$ cat src/rtl/dbg_pkg.sv
// Shared encodings for the debug scan master: command opcodes, FSM states
// and the base addresses of the register and test-signal debug windows.
package dbg_pkg;

    localparam logic [1:0] OP_HALT = 2'b00;
    localparam logic [1:0] OP_RUN  = 2'b01;
    localparam logic [1:0] OP_STEP = 2'b10;
    localparam logic [1:0] OP_SCAN = 2'b11;

    localparam logic [6:0] DBG_REG_BASE  = 7'd0;
    localparam logic [6:0] DBG_TEST_BASE = 7'd32;

    typedef enum logic [2:0] {
        ST_IDLE    = 3'd0,
        ST_STEP_HI = 3'd1,
        ST_STEP_LO = 3'd2,
        ST_SETTLE  = 3'd3,
        ST_OUT     = 3'd4
    } state_e;

endpackage

$ cat src/rtl/dbg_step_pulser.sv
// High/low step pulse generator: on start_i drives pulse_o high for STEP_PULSE
// cycles, then low for STEP_PULSE cycles, flagging the end of each phase.
module dbg_step_pulser #(
    parameter int STEP_PULSE = 4
) (
    input  logic clk,
    input  logic rst,
    input  logic start_i,
    output logic pulse_o,
    output logic hi_end_o,
    output logic done_o
);

    localparam int CW = (STEP_PULSE > 1) ? $clog2(STEP_PULSE) : 1;
    localparam logic [CW-1:0] CNT_LAST = CW'(STEP_PULSE - 1);

    logic          active_q;
    logic          lo_q;
    logic          pulse_q;
    logic [CW-1:0] cnt_q;

    assign pulse_o  = pulse_q;
    assign hi_end_o = active_q && !lo_q && (cnt_q == CNT_LAST);
    assign done_o   = active_q &&  lo_q && (cnt_q == CNT_LAST);

    always_ff @(posedge clk or posedge rst) begin
        if (rst) begin
            active_q <= 1'b0;
            lo_q     <= 1'b0;
            pulse_q  <= 1'b0;
            cnt_q    <= '0;
        end else if (!active_q) begin
            if (start_i) begin
                active_q <= 1'b1;
                lo_q     <= 1'b0;
                pulse_q  <= 1'b1;
                cnt_q    <= '0;
            end
        end else if (cnt_q == CNT_LAST) begin
            cnt_q <= '0;
            if (!lo_q) begin
                lo_q    <= 1'b1;
                pulse_q <= 1'b0;
            end else begin
                active_q <= 1'b0;
                lo_q     <= 1'b0;
            end
        end else begin
            cnt_q <= cnt_q + 1'b1;
        end
    end

endmodule

$ cat src/rtl/debug_scan_master.sv
// Host-side master for the core's single-step debug port: halt/run/step/scan.
// Define DBG_TEST_SCAN_EN to extend each scan over the test-signal window.
module debug_scan_master
    import dbg_pkg::*;
#(
    parameter int NUM_REGS      = 32,
    parameter int SETTLE_CYCLES = 2,
    parameter int STEP_PULSE    = 4
) (
    input  logic        clk,
    input  logic        rst,
    input  logic        cmd_valid,
    output logic        cmd_ready,
    input  logic [1:0]  cmd_op,
    output logic        debug_en,
    output logic        debug_step,
    output logic [6:0]  debug_addr,
    input  logic [31:0] debug_data,
    output logic        out_valid,
    input  logic        out_ready,
    output logic [6:0]  out_addr,
    output logic [31:0] out_data,
    output logic        out_last,
    output logic        busy,
    output state_e      dbg_state
);

    localparam int SW = $clog2(SETTLE_CYCLES + 1);
    localparam logic [SW-1:0] SETTLE_LAST = SW'(SETTLE_CYCLES);
    localparam logic [6:0] REG_LAST = DBG_REG_BASE + 7'(NUM_REGS - 1);

    state_e        state_q;
    logic          debug_en_q;
    logic [6:0]    addr_q;
    logic [6:0]    addr_d;
    logic [SW-1:0] settle_q;
    logic          out_valid_q;
    logic [6:0]    out_addr_q;
    logic [31:0]   out_data_q;
    logic          out_last_q;
    logic          cmd_fire;
    logic          step_start;
    logic          hi_end;
    logic          step_done;

`ifdef DBG_TEST_SCAN_EN
    localparam logic [6:0] SCAN_LAST = DBG_TEST_BASE + 7'(NUM_REGS - 1);
    // The register window hands over to the test-signal window.
    assign addr_d = (addr_q == REG_LAST) ? DBG_TEST_BASE : addr_q + 7'd1;
`else
    localparam logic [6:0] SCAN_LAST = REG_LAST;
    assign addr_d = addr_q + 7'd1;
`endif

    assign cmd_ready  = (state_q == ST_IDLE);
    assign cmd_fire   = cmd_valid && cmd_ready;
    assign step_start = cmd_fire && (cmd_op == OP_STEP) && debug_en_q;

    assign busy       = (state_q != ST_IDLE);
    assign dbg_state  = state_q;
    assign debug_en   = debug_en_q;
    assign debug_addr = addr_q;
    assign out_valid  = out_valid_q;
    assign out_addr   = out_addr_q;
    assign out_data   = out_data_q;
    assign out_last   = out_last_q;

    dbg_step_pulser #(
        .STEP_PULSE(STEP_PULSE)
    ) u_pulser (
        .clk     (clk),
        .rst     (rst),
        .start_i (step_start),
        .pulse_o (debug_step),
        .hi_end_o(hi_end),
        .done_o  (step_done)
    );

    always_ff @(posedge clk or posedge rst) begin
        if (rst) begin
            state_q     <= ST_IDLE;
            debug_en_q  <= 1'b0;
            addr_q      <= '0;
            settle_q    <= '0;
            out_valid_q <= 1'b0;
            out_addr_q  <= '0;
            out_data_q  <= '0;
            out_last_q  <= 1'b0;
        end else begin
            case (state_q)
                ST_IDLE: begin
                    if (cmd_fire) begin
                        case (cmd_op)
                            OP_HALT: debug_en_q <= 1'b1;
                            OP_RUN:  debug_en_q <= 1'b0;
                            OP_STEP: if (debug_en_q) state_q <= ST_STEP_HI;
                            OP_SCAN: begin
                                addr_q   <= DBG_REG_BASE;
                                settle_q <= '0;
                                state_q  <= ST_SETTLE;
                            end
                            default: ;
                        endcase
                    end
                end
                ST_STEP_HI: if (hi_end) state_q <= ST_STEP_LO;
                ST_STEP_LO: if (step_done) state_q <= ST_IDLE;
                ST_SETTLE: begin
                    // debug_addr has been stable long enough; sample the core.
                    if (settle_q == SETTLE_LAST) begin
                        out_valid_q <= 1'b1;
                        out_addr_q  <= addr_q;
                        out_data_q  <= debug_data;
                        out_last_q  <= (addr_q == SCAN_LAST);
                        state_q     <= ST_OUT;
                    end else begin
                        settle_q <= settle_q + 1'b1;
                    end
                end
                ST_OUT: begin
                    if (out_ready) begin
                        out_valid_q <= 1'b0;
                        if (out_last_q) begin
                            out_last_q <= 1'b0;
                            addr_q     <= '0;
                            state_q    <= ST_IDLE;
                        end else begin
                            addr_q   <= addr_d;
                            settle_q <= '0;
                            state_q  <= ST_SETTLE;
                        end
                    end
                end
                default: state_q <= ST_IDLE;
            endcase
        end
    end

endmodule

$ cat config.mk
export PLATFORM = sky130hd
export DESIGN_NAME = debug_scan_master
export DESIGN_NICKNAME = d
export VERILOG_FILES = /design/src/rtl/dbg_pkg.sv /design/src/rtl/dbg_step_pulser.sv /design/src/rtl/debug_scan_master.sv
export SDC_FILE = /design/constraint.sdc
export NUM_CORES = 1
export LEC_CHECK = 0
export CAP_MARGIN = 40
export CORE_MARGIN = 4
export CORE_UTILIZATION = 44
export DETAILED_ROUTE_END_ITERATION = 7
export MAX_ROUTING_LAYER = met4
export PLACE_DENSITY = 0.76
export SKIP_LAST_GASP = 1
export SYNTH_ARGS = -nofsm -noshare
export SYNTH_HDL_FRONTEND = slang
export SYNTH_SLANG_ARGS = --single-unit
$ cat constraint.sdc
create_clock -name clk -period 2.72 [get_ports clk]
set_clock_uncertainty 0.2 [all_clocks]
set_input_delay 0.408 -clock clk [delete_from_list [all_inputs] [get_ports clk]]
set_output_delay 0.408 -clock clk [all_outputs]
set_load 0.1 [all_outputs]
; ---- Word level (Yosys, flattened, before mapping)
; Index checks and enable logic that the tools add are counted.
[classes]
n_mux = 40
n_reduce_logical = 24
eq_ne = 22
n_addsub = 3
[ops]
columns = op, n
row1 = $mux 7, 4
row2 = $mux 2, 9
row3 = $mux 3, 6
row4 = $ne 2x2->1 const B, 8
row5 = $pmux 3 s5, 1
row6 = $mux 1, 14
row7 = $pmux 7 s2, 1
row8 = $reduce_and 3->1, 3
row9 = $eq 2x2->1 const B, 4
row10 = $reduce_bool 2->1, 4
row11 = $add 7x1->7 const B, 1
row12 = $eq 7x5->1 const B, 1
row13 = $logic_and 1x1->1, 7
row14 = $reduce_and 7->1, 1
row15 = $eq 3x2->1 const B, 2
row16 = $pmux 1 s2, 3
row17 = $pmux 2 s3, 1
row18 = $pmux 3 s2, 1
row19 = $reduce_and 6->1, 1
row20 = $reduce_bool 3->1, 2
row21 = $add 2x1->2 const B, 2
row22 = $ne 2x1->1 const B, 2
row23 = $reduce_and 2->1, 2
row24 = $reduce_and 4->1, 1
row25 = other kinds (8), 8
[totals]
reg_bits = 59
in_bits = 38
output_inout_bits = 55

; ---- Longest topological paths before layout
; Gate-level depths: netlist of the first run.
[logic_depth]
word_depth = 6
mapped_depth = 6
mapped_depth_nobuf = 5

; ---- Modules after synthesis
; From an unflattened synthesis of the first run, not the netlist that was laid out.
[unflattened]
cells_unflattened = 200
area_unflattened_um2 = 2521.2
[by_module_without_submodules]
columns = mod, area_each_um2, seq_area_each_um2, n_inst, cells_each
row1 = debug_scan_master, 2273.4, 1351.3, 1, 177
row2 = dbg_step_pulser, 247.7, 125.1, 1, 23

; ---- Least setup slack after synthesis of the first run
; No wires, ideal clock.
[synth_path]
path_kind = register to output
from = register state_q[0], in the netlist dbg_state[0]
to = output busy
stages_incl_launch_ff = 4
slack_ns = -2.289
arrival_ns = 4.401
path_buffers = 1
path_cell_list = dfrtp_1 buf_6 nor3_1 inv_1
[synth_via]
elab_chain_cells = 1
[synth_rtl]
columns = item, line
row1 = "start, declared", debug_scan_master.sv:32  ; state_e state_q;
row2 = "start signal, assigned", debug_scan_master.sv:81  ; state_q <= ST_IDLE;
row3 = "start signal, assigned", debug_scan_master.sv:96  ; OP_STEP: if (debug_en_q) state_q <= ST_STEP_HI;
row4 = "start signal, assigned", debug_scan_master.sv:100  ; state_q <= ST_SETTLE;
row5 = $reduce_bool 3->1, debug_scan_master.sv:59  ; assign busy = (state_q != ST_IDLE);
row6 = "end, declared", debug_scan_master.sv:24  ; output logic busy,
; No other way between the ends.

; ---- Final worst setup path of the first run
[layout_path]
from = input out_ready
to = register addr_q[6], in the netlist debug_addr[6]
[layout_via]
elab_chain_cells = 2
[layout_rtl]
columns = item, line
row1 = "start, declared", debug_scan_master.sv:20  ; input logic out_ready,
row2 = $ne 2x2->1 (no source line), --
row3 = $reduce_and 4->1 (no source line), --
row4 = "end signal, assigned", debug_scan_master.sv:128  ; addr_q <= addr_d;
row5 = "end, declared", debug_scan_master.sv:34  ; logic [6:0] addr_q;
; No other way between the ends.
; A chain may end at the register's enable or synchronous reset.

==> results of run 1 <==
[layout by cell type, fill, tap and decap left out, types with 2 or more instances in the layout]
cell type        instances
buf_4                   57
dfrtp_1                 56
mux2_2                  40
clkdlybuf4s50_1         37
nand2_1                 18
o21ai_0                 18
clkbuf_8                11
nand3_1                  9
nor2_1                   7
inv_1                    4
and3_1                   3
o31ai_1                  3
ha_1                     3
clkbuf_1                 3
dfrtp_2                  3
or4b_4                   2
nand2b_1                 2
nor2b_1                  2
o2111ai_1                2
clkinv_2                 2
[cells by family (layout without fill, tap and decap cells)]
logic type	Yosys count	in the layout	share of synthesized area
compound gates	29	29	0.0692
xor+xnor	1	1	0.00348
fa+ha+maj	3	3	0.0149
buf+inv	15	117	0.0308
flops	59	59	0.587
mux	41	41	0.183
simple gates	52	52	0.111
[layer usage]
layer / vias up / wire, um / global-route usage
met5: - / 0 / -
met4: 0 / 82 / 0.0673
met3: 9 / 375 / 0.0553
met2: 60 / 2690 / 0.262
met1: 938 / 2350 / 0.207
li1: 909 / - / -
[per-stage QoR]
stage / cell area, um2 / TNS (ps) / hold slack [ps]
finish: 3560 / 0 / 280
global route: 3560 / 0 / 302
CTS: 3560 / 0 / 280
detailed placement: 3390 / 0 / 273
global placement: 3390 / 0 / 265
floorplan: 2530 / -380 / 251
[flip-flops by register name (all words and copies together) (netlist names)]
name	count
settle_q	2
u_pulser.pulse_o	1
debug_addr	7
u_pulser.lo_q	1
dbg_state	3
out_addr	7
u_pulser.cnt_q	2
debug_en	1
u_pulser.active_q	1
out_data	32
out_last	1
out_valid	1
[worst register-to-register path: stages (launching register included)]
cell and delay, ps:
dfrtp_2 500, or4b_4 580, nor3_2 260, nor2_1 80, mux2_2 270
[layout make-up]
cell class	count	area share
Clock inverter	2	0.00281
Sequential cell	59	0.416
Inverter	6	0.00738
Tap cell	72	0.0253
Timing Repair Buffer	95	0.230
Multi-Input combinational cell	126	0.273
Clock buffer	14	0.0457
[how the worst max path moves through the flow]
stage | startpoint | to | slack [ps] | cells past startpoint
6_report | out_ready | debug_addr[6] | 680 | 5
5_1_grt | dbg_state[1] | busy | 580 | 3
4_1_cts | dbg_state[1] | busy | 660 | 3
3_5_place_dp | cmd_op[0] | debug_addr[6] | 380 | 5
3_3_place_gp | cmd_valid | u_pulser.cnt_q[0] | 390 | 5
2_1_floorplan | dbg_state[1] | busy | -380 | 3
==> impl_results.md, run 1 <==
* Status: finished, final reports clean
* Count leader, synth: dfrtp_1
* Post-synth EDFFs at 0
* DIE AREA at 6990 um2
* CTS tree: built
* Clock latency on the worst-skew pair at 320 ps
* Yosys reg bits at 59
* # setup viols final at 0
* Vias in the first global route at 1975
* CTS Buf Count at 9
* GR Overflow Total at 0
* Largest net degree at the start of global routing at 60
* Relative slew margins at 0.622
* Reg2Reg Depth at 4
* DP Wirelength at 3.95 mm
* Number of distinct library cells after synthesis at 34
* Final hold violations at 0
* Finished Layout Cells at 374
* Number of port buffers at 92
* Tmin final at 2040 ps
* Initial antenna violation count at 0
* Initial DRC count at 54
* Register area at 1480 um2
* Top_reg_cell synth: dfrtp_1
* Crit path buf inv count at 1
* Rows at 27
* Setup crit end kind: flop
* Fmax at 490 MHz
* Synth cell count leaders: dfrtp_1, mux2_2, nand2_1, o21ai_0, nand3_1
* Crit path DAT at 2100 ps
* Cts hold-fix bufs at 0
* Mean Syn Cell Area at 12.6 um2
* Critical Path RT at 2780 ps
* Post-detailed-route wirelength per cell at 14.7 um
* CTS max path bufs at 2
* Share of layout cells above drive strength 1 at 0.397
* Core footprint at 5540 um2
* Flop2flop setup slack at 720 ps
* Synth area leader: dfrtp_1
* Nets@finish at 338
* Synth top area share at 0.587
* CP delay by family, top: simple AND/OR/NAND/NOR gates
* Ant diodes at 0
* GRT Util Overall at 0.170
* Final period util at 0.751
* Critical Path, Cell by Cell: clkdlybuf4s50_1 -> and2_1 -> o21ai_1 -> or4_1 -> nand3_1
* Clock sinks at 59
* Top cells by area, synth: dfrtp_1, mux2_2, o21ai_0
* H-tree depth at 3
* CP peak stage delay at 590 ps
* Crit Reg-Reg Endpoint: u_pulser.cnt_q[0]
* RSZ-0062 raised after global routing: no
* Critical path class: in2reg
* Cts repair resizes at 0
* Ports at 93
* Post CTS Setup Buffer Count at 0
* Synthesized cell area at 2510 um2
* Synthesis warning total at 0
* Area occupied by multi-input gates at 972 um2
* Ys async rst share at 1.00
* FILL cells at 463
* Critical Path Source Type: input port
* Final setup margin at 677 ps
* Worst hold-check path type: in2async
* Starting Density at 0.454
* Global-route wire length before repair at 9.29 mm
* Die H at 83.6 um
* Clk pin slew, worst setup/hold paths at 60 ps
* Vias per Instance at 5.12
* Drt drc at 0
* DRT antenna net count at 0
* Worst path slowest cell: clkdlybuf4s50_1
* Drt pass-1 iters at 4
* Routed WL at 5.50 mm
* Reg2reg start: dbg_state[0]
* Post-synthesis sequential area ratio at 0.587
* Synth Net Count at 241
* Placed Instances at 358
* Vias at 1916
* Die W at 83.6 um
* # Max-Cap Violations at 0
* Clock root buffer: clkbuf_8
* Pins Over Slew Limit at 0
* Worst-Margin Slew at 563 ps
* Placement-stage worst setup slack at 375 ps
* Crit Path Max Fanout at 9
* RePlAce Congestion at 0.824
* Utilization after layout at 0.643
* Synth Instances at 200
* Synthesis-to-finish area growth at 41.5%
Power of run 1 is not shown: default switching activity piles up to over one toggle a cycle in this logic, so the estimate is an artifact.
==> run 2, diff against run 1 <==
- CORE_UTILIZATION: 44 -> 40
- PLACE_DENSITY: 0.76 -> 0.73
- clock period: 2.72 -> 1.8 ns (I/O delays scaled with it)
==> run 2 against run 1 <==
  * The flow now finishes with violations (negative setup slack)
  * Final cell count up 9.6%
  * Sequential share of layout area fell by 9.7 points
  * Wire length up 27%
  * Largest cell class is now buffers
  * Highest routed layer unchanged
==> impl_results.md, run 2 (synthesis results as in run 1) <==
* Worst hold-check path type: in2async
* Critical Path Source Type: flop
* Rows at 28
* Crit path DAT at 1920 ps
* DRT antenna net count at 0
* # setup viols final at 8
* Status: complete, but fails checks
* Ant diodes at 0
* Ports at 93
* Critical path class: reg2reg
* Core footprint at 6030 um2
* Clock sinks at 59
* Drt drc at 0
* Final hold violations at 0
* Initial DRC count at 95
* Setup crit end kind: flop
* DP Wirelength at 4.70 mm
* Largest register FFs at 32
* GR Overflow Total at 0
* Drt pass-1 iters at 4
* Final setup margin at -115 ps
* Routed WL at 6.96 mm
* CTS tree: built
* Critical Path RT at 1810 ps
* # Max-Cap Violations at 0
* Setup TNS at -518 ps
* Nets@finish at 372
* Vias in the first global route at 2160
* DIE AREA at 7620 um2
* Most frequent cells in the layout: buf_12, dfrtp_1, mux2_2
* Die H at 87.3 um
* Worst path slowest cell: or4b_4
* Initial antenna violation count at 0
* H-tree depth at 3
* RSZ-0062 raised after global routing: yes
* Vias at 2076
* Worst-Margin Slew at 343 ps
* Number of port buffers at 92
* Vias per Instance at 5.06
* Critical Path, Cell by Cell: buf_4 -> or4b_4 -> nor3_4 -> nor2_1 -> mux2_2
* Final period util at 1.06
* CTS Buf Count at 9
* Crit Path Max Fanout at 4
* Global-route wire length before repair at 10.4 mm
* Failing checks: negative setup slack
* Clock latency on the worst-skew pair at 330 ps
* Relative slew margins at 0.771
* Tmin final at 1920 ps
* CP peak stage delay at 550 ps
* Die W at 87.3 um
* Clock root buffer: clkbuf_8
* Synthesis-to-finish area growth at 85.3%
* Cts hold-fix bufs at 0
* Pins Over Slew Limit at 0
* Fmax at 522 MHz
* Share of layout cells above drive strength 1 at 0.499
* RePlAce Congestion at 0.811
* CTS max path bufs at 2
* Post-detailed-route wirelength per cell at 17.0 um
* Clk pin slew, worst setup/hold paths at 70 ps
* Largest net degree at the start of global routing at 60
* Commonest non-fill, non-tap cell in the layout: buf_12
* Starting Density at 0.417
* GRT Util Overall at 0.185
* Utilization after layout at 0.773
run 2: cell count changes in the layout (fill, tap and decap cells not counted), moves of 3 or more:
cell | previous run | this run
o21ai_1 | 1 | 7
o21ai_0 | 18 | 11
buf_6 | 0 | 7
nor2_1 | 7 | 3
buf_4 | 57 | 26
buf_12 | 1 | 57
dfrtp_2 | 3 | 6
dfrtp_1 | 56 | 53
run 2: worst max-delay path: cells and delay by family, from the launching register on:
kind,cells,cell delay (ps)
mux,1,260
flops,1,430
buf+inv,1,140
simple gates,3,760
run 2: per-layer routing:
| layer | vias up | GRT usage | wire length, um |
|---|---|---|---|
| met5 | - | - | 0 |
| met4 | 0 | 0.0697 | 75 |
| met3 | 8 | 0.0473 | 424 |
| met2 | 73 | 0.305 | 3730 |
| met1 | 1026 | 0.215 | 2730 |
| li1 | 969 | - | - |
run 2: what timing repair did:
item,CTS,global route
pin swaps,4,2
endpoints found under the setup margin,6,47
buffers inserted,5,3
gates cloned,0,3
gates resized for setup,6,18
run 2: worst paths after layout:
path | from | end | slack (ps) | cells past startpoint
max | dbg_state[0] | u_pulser.cnt_q[0] | -120 | 5
min | rst | out_data[11] | 180 | 3
max reg2reg | dbg_state[0] | u_pulser.cnt_q[0] | -120 | 5
min reg2reg | settle_q[0] | settle_q[0] | 270 | 1
max in group asynchronous | rst | dbg_state[2] | 950 | 3
min in group clk | settle_q[0] | settle_q[0] | 270 | 1
run 2: through the flow:
stage	hold slack, ps	area [um2]	worst slack, ps	cells
2_1_floorplan	165	2560	-1160	200
3_3_place_gp	261	4280	-291	384
3_5_place_dp	266	4280	-302	384
4_1_cts	187	4540	-122	404
5_1_grt	198	4660	-192	410
6_report	176	4660	-115	410
run 2: final cells by class:
type	count	area, um2
Timing Repair Buffer	129	1840
Clock buffer	13	169
Tap cell	75	93.8
Clock inverter	2	35.0
Inverter	6	30.0
Sequential cell	59	1480
Multi-Input combinational cell	126	1010
Fill cell	379	1370
Power of run 2 is left out for the same reason.
==> run 3, diff against run 2 <==
- CORE_UTILIZATION: 40 -> 30
- PLACE_DENSITY: 0.73 -> 0.57
==> run 3 against run 2 <==
  * The flow still finishes with violations (negative setup slack)
  * Non-clock buffer count is 6 higher
  * Wire length is 0.46% higher
  * Die area is 30% higher
  * Critical path depth is 1 lower
  * Worst setup slack worse by 27 ps
  * Maximum frequency is 1.4% lower
  * Critical endpoint is now busy
==> impl_results.md, run 3 (synthesis results as in run 1) <==
* Status: complete, but fails checks
* Failing checks: negative setup slack
* GRT Util Overall at 0.144
* # setup viols final at 37
* Ant diodes at 0
* RePlAce Congestion at 0.799
* Crit path DAT at 1470 ps
* Core footprint at 8180 um2
* CTS tree: built
* Final period util at 1.08
* Initial antenna violation count at 0
* Vias per Instance at 4.70
* Die W at 99.6 um
* Setup TNS at -973 ps
* Share of layout cells above drive strength 1 at 0.519
* Drt drc at 0
* Reg2Reg Depth at 5
* Vias in the first global route at 2201
* Hold_ws at 138 ps
* Final setup margin at -142 ps
* Grt met1 use at 0.161
* Vias at 2098
* Synthesis-to-finish area growth at 91.1%
* Pins Over Slew Limit at 0
* DRT antenna net count at 0
* Cts hold-fix bufs at 0
* Final hold violations at 0
* Starting Density at 0.308
* Nets@finish at 378
* CP delay by family, top: buffers and inverters
* Reg2reg start: dbg_state[2]
* Critical Path, Cell by Cell: buf_6 -> nor3_4 -> clkinvlp_4 -> buf_12
* Clock root buffer: clkbuf_8
* Crit path depth at 4
* Worst hold-check path type: in2async
* Crit Reg-Reg Endpoint: u_pulser.cnt_q[0]
* Rows at 33
* Ports at 93
* Placement-stage worst setup slack at -355 ps
* Met3 Use GR at 0.0484
* Critical Path RT at 1330 ps
* Clock sinks at 59
* H-tree depth at 3
* Post-layout instance area at 4810 um2
* Die H at 99.6 um
* Post-detailed-route wirelength per cell at 15.7 um
* Global-route wire length before repair at 10.8 mm
* Crit Path Max Fanout at 4
* CTS max path bufs at 2
* CP endpoint: busy
* Drt pass-1 iters at 4
* Routed WL at 6.99 mm
* Busiest grt layer: met2
* Largest register FFs at 32
* Setup crit end kind: output port
* Relative slew margins at 0.777
* Initial DRC count at 34
* Critical Path Source: dbg_state[0]
* Commonest non-fill, non-tap cell in the layout: buf_12
* DP Wirelength at 4.66 mm
* Fmax at 515 MHz
* Largest net degree at the start of global routing at 47
* Clock latency on the worst-skew pair at 330 ps
* Crit path buf inv count at 3
* Critical path class: reg2out
* Worst-Margin Slew at 334 ps
* # Max-Cap Violations at 0
* Tmin final at 1940 ps
* CP peak stage delay at 440 ps
* GR Overflow Total at 0
* Clk pin slew, worst setup/hold paths at 60 ps
* Met2 usage at 0.242
* RSZ-0062 raised after global routing: yes
* Dpl cell area at 4320 um2
* CTS Buf Count at 9
* DIE AREA at 9910 um2
* Number of port buffers at 92
* Critical Path Source Type: flop
* Most frequent cells in the layout: buf_12, dfrtp_1, mux2_2
* Worst path slowest cell: dfrtp_2
* Flop2flop setup slack at -120 ps
## run 3: changes by cell type in the layout (fill, tap and decap cells not counted), moves of 2 or more
cell	change
clkbuf_16	+2
nor2_1	+3
nor2_4	-2
o21ai_0	-3
o21ai_2	+3
o31ai_1	-2
o31ai_2	+2
## run 3: how the worst min path moves through the flow
stage | slack [ps] | cells past startpoint | to | from
final | 140 | 3 | out_data[13] | rst
after global routing | 160 | 3 | out_data[13] | rst
after CTS | 130 | 3 | out_data[13] | rst
after detailed placement | 270 | 1 | settle_q[0] | settle_q[0]
after global placement | 260 | 1 | settle_q[0] | settle_q[0]
after floorplan | 160 | 1 | debug_en | cmd_op[0]
## run 3: repair_timing
item,4_1_cts,5_1_grt
cloned,2,5
resized for setup,11,25
buffers inserted,8,3
setup endpoints to repair,41,57
pin swaps,7,1
## run 3: layer usage
layer	up-vias	wire length [um]
met5	-	0
met4	0	38
met3	6	467
met2	60	3710
met1	1048	2780
li1	984	-
## run 3: cell type report
type,instances,area [um2]
Clock inverter,2,10.0
Tap cell,105,131
Clock buffer,13,169
Inverter,6,32.5
Timing Repair Buffer,135,1950
Fill cell,669,3370
Sequential cell,59,1480
Multi-Input combinational cell,126,1030
## run 3: metrics by stage
stage               cells  utilization
finish                446        0.588
CTS                   439        0.567
global placement      414        0.528
detailed placement    414        0.528
global route          446        0.588
floorplan             200            -
## run 3: worst register-to-register path, stage by stage, from the launching register on
cell	delay (ps)
dfrtp_2	420
buf_4	140
or4b_4	500
nor3_4	200
nor2_1	70
mux2_2	260
Power of run 3 is left out for the same reason.
